**config.mk**
```make
export PLATFORM = sky130hd
export DESIGN_NAME = alu_sequencer
export DESIGN_NICKNAME = d
export VERILOG_FILES = /design/src/rtl/cpu_pkg.sv /design/src/rtl/cpu_regfile.sv /design/src/rtl/alu_sequencer.sv
export SDC_FILE = /design/constraint.sdc
export NUM_CORES = 1
export LEC_CHECK = 0
export ABC_AREA = 1
export BUFFER_PORTS_ARGS = -buffer_cell sky130_fd_sc_hd__buf_2
export CAP_MARGIN = 10
export CELL_PAD_IN_SITES_DETAIL_PLACEMENT = 0
export CELL_PAD_IN_SITES_GLOBAL_PLACEMENT = 1
export CORE_UTILIZATION = 40
export DETAILED_ROUTE_END_ITERATION = 10
export GPL_TIMING_DRIVEN = 1
export PLACE_DENSITY_LB_ADDON = 0.1
export SLEW_MARGIN = 20
export SYNTH_ARGS = -nofsm -noshare
export SYNTH_HDL_FRONTEND = slang
export SYNTH_SLANG_ARGS = --single-unit
```
**constraint.sdc**
```tcl
create_clock -name clk -period 1.5 [get_ports clk]
set_input_delay 0.3 -clock clk [delete_from_list [all_inputs] [get_ports clk]]
set_output_delay 0.3 -clock clk [all_outputs]
set_load 0.005 [all_outputs]
```
**src/rtl/cpu_pkg.sv**
```systemverilog
// Shared opcodes, FSM encoding and instruction field layout for the ALU sequencer and its ALU.
package cpu_pkg;

  localparam int unsigned DataWidth    = 16;
  localparam int unsigned OpcodeWidth  = 3;
  localparam int unsigned RegAddrWidth = 3;
  localparam int unsigned Imm7Width    = 7;
  localparam int unsigned Imm10Width   = 10;

  localparam int unsigned OpcodeLsb = 13;
  localparam int unsigned RdLsb     = 10;
  localparam int unsigned Rs1Lsb    = 7;
  localparam int unsigned Rs2Lsb    = 4;

  localparam logic [OpcodeWidth-1:0] OpLoad  = 3'b000;
  localparam logic [OpcodeWidth-1:0] OpAdd   = 3'b001;
  localparam logic [OpcodeWidth-1:0] OpAddi  = 3'b010;
  localparam logic [OpcodeWidth-1:0] OpSub   = 3'b011;
  localparam logic [OpcodeWidth-1:0] OpSubi  = 3'b100;
  localparam logic [OpcodeWidth-1:0] OpMul   = 3'b101;
  localparam logic [OpcodeWidth-1:0] OpDisp  = 3'b110;
  localparam logic [OpcodeWidth-1:0] OpClear = 3'b111;

  typedef enum logic [1:0] {
    StIdle = 2'd0,
    StExec = 2'd1,
    StWb   = 2'd2
  } state_e;

  function automatic logic [OpcodeWidth-1:0] get_op(input logic [DataWidth-1:0] ins);
    return ins[OpcodeLsb +: OpcodeWidth];
  endfunction

  function automatic logic [RegAddrWidth-1:0] get_rd(input logic [DataWidth-1:0] ins);
    return ins[RdLsb +: RegAddrWidth];
  endfunction

  function automatic logic [RegAddrWidth-1:0] get_rs1(input logic [DataWidth-1:0] ins);
    return ins[Rs1Lsb +: RegAddrWidth];
  endfunction

  function automatic logic [RegAddrWidth-1:0] get_rs2(input logic [DataWidth-1:0] ins);
    return ins[Rs2Lsb +: RegAddrWidth];
  endfunction

  function automatic logic [DataWidth-1:0] sext7(input logic [DataWidth-1:0] ins);
    return {{(DataWidth-Imm7Width){ins[Imm7Width-1]}}, ins[Imm7Width-1:0]};
  endfunction

  function automatic logic [DataWidth-1:0] sext10(input logic [DataWidth-1:0] ins);
    return {{(DataWidth-Imm10Width){ins[Imm10Width-1]}}, ins[Imm10Width-1:0]};
  endfunction

  function automatic logic is_alu_op(input logic [OpcodeWidth-1:0] op);
    return (op >= OpAdd) && (op <= OpMul);
  endfunction

  function automatic logic uses_imm7(input logic [OpcodeWidth-1:0] op);
    return (op == OpAddi) || (op == OpSubi);
  endfunction

endpackage

```
**src/rtl/cpu_regfile.sv**
```systemverilog
// 8x16 register file: two async read ports, one sync write port, sync clear-all.
// Define R0_ZERO_EN to hardwire r0 to zero.
module cpu_regfile
  import cpu_pkg::*;
#(
  parameter int unsigned NREGS = 8
) (
  input  logic                    clk,
  input  logic                    rst,
  input  logic                    we,
  input  logic [RegAddrWidth-1:0] waddr,
  input  logic [DataWidth-1:0]    wdata,
  input  logic                    clr,
  input  logic [RegAddrWidth-1:0] raddr_a,
  output logic [DataWidth-1:0]    rdata_a,
  input  logic [RegAddrWidth-1:0] raddr_b,
  output logic [DataWidth-1:0]    rdata_b
);

  logic [DataWidth-1:0] regs_q [NREGS];
  logic                 wr_ok;

`ifdef R0_ZERO_EN
  assign wr_ok   = (waddr != '0);
  assign rdata_a = (raddr_a == '0) ? '0 : regs_q[raddr_a];
  assign rdata_b = (raddr_b == '0) ? '0 : regs_q[raddr_b];
`else
  assign wr_ok   = 1'b1;
  assign rdata_a = regs_q[raddr_a];
  assign rdata_b = regs_q[raddr_b];
`endif

  always_ff @(posedge clk or negedge rst) begin
    if (!rst) begin
      for (int unsigned i = 0; i < NREGS; i++) regs_q[i] <= '0;
    end else if (clr) begin
      for (int unsigned i = 0; i < NREGS; i++) regs_q[i] <= '0;
    end else if (we && wr_ok) begin
      regs_q[waddr] <= wdata;
    end
  end

endmodule

```
**src/rtl/alu_sequencer.sv**
```systemverilog
// Issue/writeback controller for the registered 16-bit ALU; runs LOAD/DISPLAY/CLEAR itself.
// Optional build define: R0_ZERO_EN (r0 hardwired to zero).
module alu_sequencer
  import cpu_pkg::*;
#(
  parameter int unsigned NREGS = 8
) (
  input  logic                   clk,
  input  logic                   rst,
  input  logic [DataWidth-1:0]   instr,
  input  logic                   instr_valid,
  output logic                   instr_ready,
  output logic [OpcodeWidth-1:0] alu_opcode,
  output logic [DataWidth-1:0]   alu_a,
  output logic [DataWidth-1:0]   alu_b,
  input  logic [DataWidth-1:0]   alu_result,
  output logic [DataWidth-1:0]   disp_data,
  output logic                   disp_valid,
  output logic                   done,
  output logic                   busy
);

  state_e                 state_q;
  logic [DataWidth-1:0]   ir_q;
  logic [OpcodeWidth-1:0] alu_opcode_q;
  logic [DataWidth-1:0]   alu_a_q, alu_b_q, disp_data_q;
  logic                   disp_valid_q, done_q, busy_q, ready_q;

  logic [DataWidth-1:0]   rd_src;
  logic [OpcodeWidth-1:0] in_op, ir_op;
  logic [DataWidth-1:0]   rdata_a, rdata_b, wdata;
  logic                   we, clr, accept;

  assign in_op  = get_op(instr);
  assign ir_op  = get_op(ir_q);
  assign accept = instr_valid && ready_q;

  // Operands come from the incoming word at accept, from the latched word afterwards.
  assign rd_src = (state_q == StIdle) ? instr : ir_q;

  always_comb begin
    we    = 1'b0;
    clr   = 1'b0;
    wdata = sext10(ir_q);
    if (state_q == StExec) begin
      we  = (ir_op == OpLoad);
      clr = (ir_op == OpClear);
    end else if (state_q == StWb) begin
      we    = 1'b1;
      wdata = alu_result;
    end
  end

  cpu_regfile #(
    .NREGS(NREGS)
  ) u_regfile (
    .clk    (clk),
    .rst    (rst),
    .we     (we),
    .waddr  (get_rd(ir_q)),
    .wdata  (wdata),
    .clr    (clr),
    .raddr_a(get_rs1(rd_src)),
    .rdata_a(rdata_a),
    .raddr_b(get_rs2(rd_src)),
    .rdata_b(rdata_b)
  );

  always_ff @(posedge clk or negedge rst) begin
    if (!rst) begin
      state_q      <= StIdle;
      ir_q         <= '0;
      alu_opcode_q <= '0;
      alu_a_q      <= '0;
      alu_b_q      <= '0;
      disp_data_q  <= '0;
      disp_valid_q <= 1'b0;
      done_q       <= 1'b0;
      busy_q       <= 1'b0;
      ready_q      <= 1'b1;
    end else begin
      // ALU inputs are only non-zero for the single EXEC cycle.
      alu_opcode_q <= '0;
      alu_a_q      <= '0;
      alu_b_q      <= '0;
      disp_valid_q <= 1'b0;
      done_q       <= 1'b0;
      unique case (state_q)
        StIdle: begin
          if (accept) begin
            ir_q    <= instr;
            state_q <= StExec;
            busy_q  <= 1'b1;
            ready_q <= 1'b0;
            if (is_alu_op(in_op)) begin
              alu_opcode_q <= in_op;
              alu_a_q      <= rdata_a;
              alu_b_q      <= uses_imm7(in_op) ? sext7(instr) : rdata_b;
            end
          end
        end
        StExec: begin
          if (is_alu_op(ir_op)) begin
            state_q <= StWb;
          end else begin
            state_q <= StIdle;
            done_q  <= 1'b1;
            busy_q  <= 1'b0;
            ready_q <= 1'b1;
            if (ir_op == OpDisp) begin
              disp_data_q  <= rdata_a;
              disp_valid_q <= 1'b1;
            end
          end
        end
        StWb: begin
          state_q <= StIdle;
          done_q  <= 1'b1;
          busy_q  <= 1'b0;
          ready_q <= 1'b1;
        end
        default: begin
          state_q <= StIdle;
          busy_q  <= 1'b0;
          ready_q <= 1'b1;
        end
      endcase
    end
  end

  assign instr_ready = ready_q;
  assign alu_opcode  = alu_opcode_q;
  assign alu_a       = alu_a_q;
  assign alu_b       = alu_b_q;
  assign disp_data   = disp_data_q;
  assign disp_valid  = disp_valid_q;
  assign done        = done_q;
  assign busy        = busy_q;

endmodule

```
==> results.md <==
- Iteration-0 DRC Markers: 1506
- Routed WL: 51120 um
- CP delay by family, top: simple AND/OR/NAND/NOR gates
- Die span in x: 166.5 um
- Most Crowded Layer GR: met2
- Violated checks: DRC, setup timing
- Post-DP Area: 13060 um2
- Placed cell count: 1928
- Data arrival, critical path: 2.37 ns
- Post-route DRC: 1
- Top-area cell type share of the netlist area: 46.23%
- Leak: 7.830 nW
- Final min period: 1.950 ns
- Met2 Use GR: 52.72%
- Synth area leader: dfrtp_1
- Final nets: 1718
- Area Growth Syn to Fin: 50.69%
- Final setup violation count: 189
- Prevailing post-synth register cell: dfrtp_1
- Final setup margin: -0.4496 ns
- Status: finished, violations left
- TNS Setup: -51.28 ns
- Number of synthesized flops with an enable pin: 0
- Synthesized area per cell: 7.471 um2
- First-pass GRT wire length: 68470 um
- Post-Layout Cell Count: 2032
- Max Fclk: 512.9 MHz
- Sequential element share of the synthesized area: 46.47%
- Pin slew with the least headroom to its limit: 0.3745 ns
- Core Region: 26280 um2
- Async SR Flop Fraction: 100.0%
- Routed length per instance: 25.16 um
- Latest clock arrival within the worst-skew pair: 0.54 ns
- Post-DP HPWL: 28930 um
- Mapped Cells: 1449
- Slowest CP cell: dfrtp_1
- Synth warn: 0
- WP buf/inv: 2
- Worst Setup Path Type: flip-flop to flip-flop
- Layout cells sized above 1: 33.77%
- Gr usage total: 32.92%
- CP max stage delay: 0.38 ns
- Met3 Use GR: 5.347%
- Yosys reg bits: 201
- Worst Hold Class: primary input to flip-flop
- FP Rows: 59
- CP cell instances: inv_2, ha_4, buf_4, nand2_4, nand2_4, nand2_1, nand3_1, nand3_2, nand3_1, nand2_1
- Mapped Nets: 1488
- Clock transition at path regs: 0.05 ns
- Tcrit/Tclk final: 130.0%
- Io pins: 90
- Initial Utilization: 41.19%
- Commonest non-fill, non-tap cell in the layout: nand2_1
- GRT overflow: 0
- Root buf cell: clkbuf_16
- Fin area: 16310 um2
- CP Launch Type: flip-flop
- Gp weighted congestion: 0.8972
- TritonCTS clock tree: yes
- Power Dens Cells: 2622 nW/um2
- Critical Path Fanout Max: 17
- Fin Hold WS: 0.01524 ns
- Hold Fails Final Rpt: 0
- Vias in the first global route: 10938
- Crit. End Element: flip-flop
- Inserted Diodes: 0
- Routed Antenna Nets: 0
- Top cells by area, synth: dfrtp_1, nand3_1, nand2_1, inv_1, o21ai_0
- Met1 GRT Util: 45.03%
- Peak supply drop: 1.307 mV
- Via count: 11795
- CTS max path bufs: 3
- Worst slack, placed: -0.4483 ns
- # Max-Cap Violations: 0
- Mapped Area: 10830 um2
- Final Skew: 0.008774 ns
- Synth cell types: 33
- H-tree depth: 1
- Routed vias/inst: 5.805
- Largest net degree at the start of global routing: 45
- Die H: 166.5 um
- Max Slew Vio Count: 0
- WP data required: 1.92 ns
- Most frequent cells in the layout: nand2_1, nand3_1, dfrtp_1, inv_1, nand3_2
- RSZ-0062 raised after global routing: true
- Initial antenna violation count: 0
- IO buf count: 89
- Initial DRT Pass Iterations: 9
- Total die area: 27730 um2
- Num Clock Sinks: 201
- CTS Buf Count: 25
- Slew margin rel.: 75.03%
## worst register-to-register path, stage by stage, from the launching register on
cell and delay, ns:
dfrtp_1 0.38, inv_2 0.11, ha_4 0.23, buf_4 0.15, nand2_4 0.09, nand2_4 0.27
nand2_1 0.14, nand3_1 0.13, nand3_2 0.16, nand3_1 0.12, nand2_1 0.05
## layout make-up
type / instances / area [um2]
Fill cell: 2269 / 9967
Multi-Input combinational cell: 969 / 5864
Sequential cell: 201 / 5031
Timing Repair Buffer: 289 / 3381
Inverter: 193 / 778.2
Clock buffer: 37 / 720.7
Tap cell: 335 / 419.2
Clock inverter: 8 / 118.9
## sequential cells by signal (all words and copies together), names as in the netlist
signal / flops
u_regfile.regs_q: 128
alu_b: 16
alu_opcode: 3
disp_data: 16
state_q: 2
instr_ready: 1
ir_q: 16
busy: 1
disp_valid: 1
alu_a: 16
done: 1
## stage by stage
step,utilization (%),total power (W)
final,62.07,0.04278
after global routing,62.07,0.04459
after CTS,56.54,0.03864
after detailed placement,49.70,0.02903
after global placement,49.70,0.02897
after floorplan,-,0.02003
## what timing repair did
item                                   CTS  global route
resized for setup                      111           267
hold buffers                             4             0
cloned                                   9            22
pin swaps                               25            36
endpoints found under the hold margin   30             0
setup endpoints to repair              194           199
buffers inserted                        18             7
## power breakdown
| part | internal (W) | switching, W |
|---|---|---|
| combinational | 0.0113 | 0.0166 |
| sequential | 0.00741 | 0.00122 |
| clock | 0.00382 | 0.00247 |
| total | 0.0225 | 0.0203 |
## Yosys cell counts (8+ instances only)
master      n
nand3_1   420
nand2_1   324
dfrtp_1   200
inv_1     183
o21ai_0   103
buf_2      44
o21ai_1    36
nor2_1     30
buf_4      26
clkbuf_1   14
o22ai_1    11
a21oi_1     8
inv_2       8
nand2_2     8
## final timing paths
kind	startpoint	end	slack, ns	cells after the start
worst max register to register	state_q[1]$_DFFE_PN0N_	disp_data[3]$_DFFE_PN0P_	-0.45	10
min in group asynchronous	rst	ir_q[11]$_DFFE_PN0P_	0.27	2
worst min-delay path	instr[9]	ir_q[9]$_DFFE_PN0P_	0.02	3
max in group asynchronous	rst	instr_ready$_DFFE_PN1P_	0.59	3
worst max-delay path	state_q[1]$_DFFE_PN0N_	disp_data[3]$_DFFE_PN0P_	-0.45	10
worst min register to register	disp_data[7]$_DFFE_PN0P_	disp_data[7]$_DFFE_PN0P_	0.48	2
## cells by family (layout without fill, tap and decap cells)
family | Yosys count | in the layout | share of synthesized area [%]
AND/OR/NAND/NOR | 796 | 797 | 33.31
buffers and inverters | 280 | 527 | 11.28
flip-flops | 201 | 201 | 46.47
AO/OA/AOI/OAI | 167 | 167 | 8.368
adder cells (fa/ha/maj) | 4 | 4 | 0.4623
multiplexers | 1 | 1 | 0.1040
## routing by layer
layer	routed length, um	share of wire (%)
met1	20380	40
met4	3159	6.2
met2	22250	44
met5	0	0
met3	5334	10
Power figures use the tool's default switching activity.
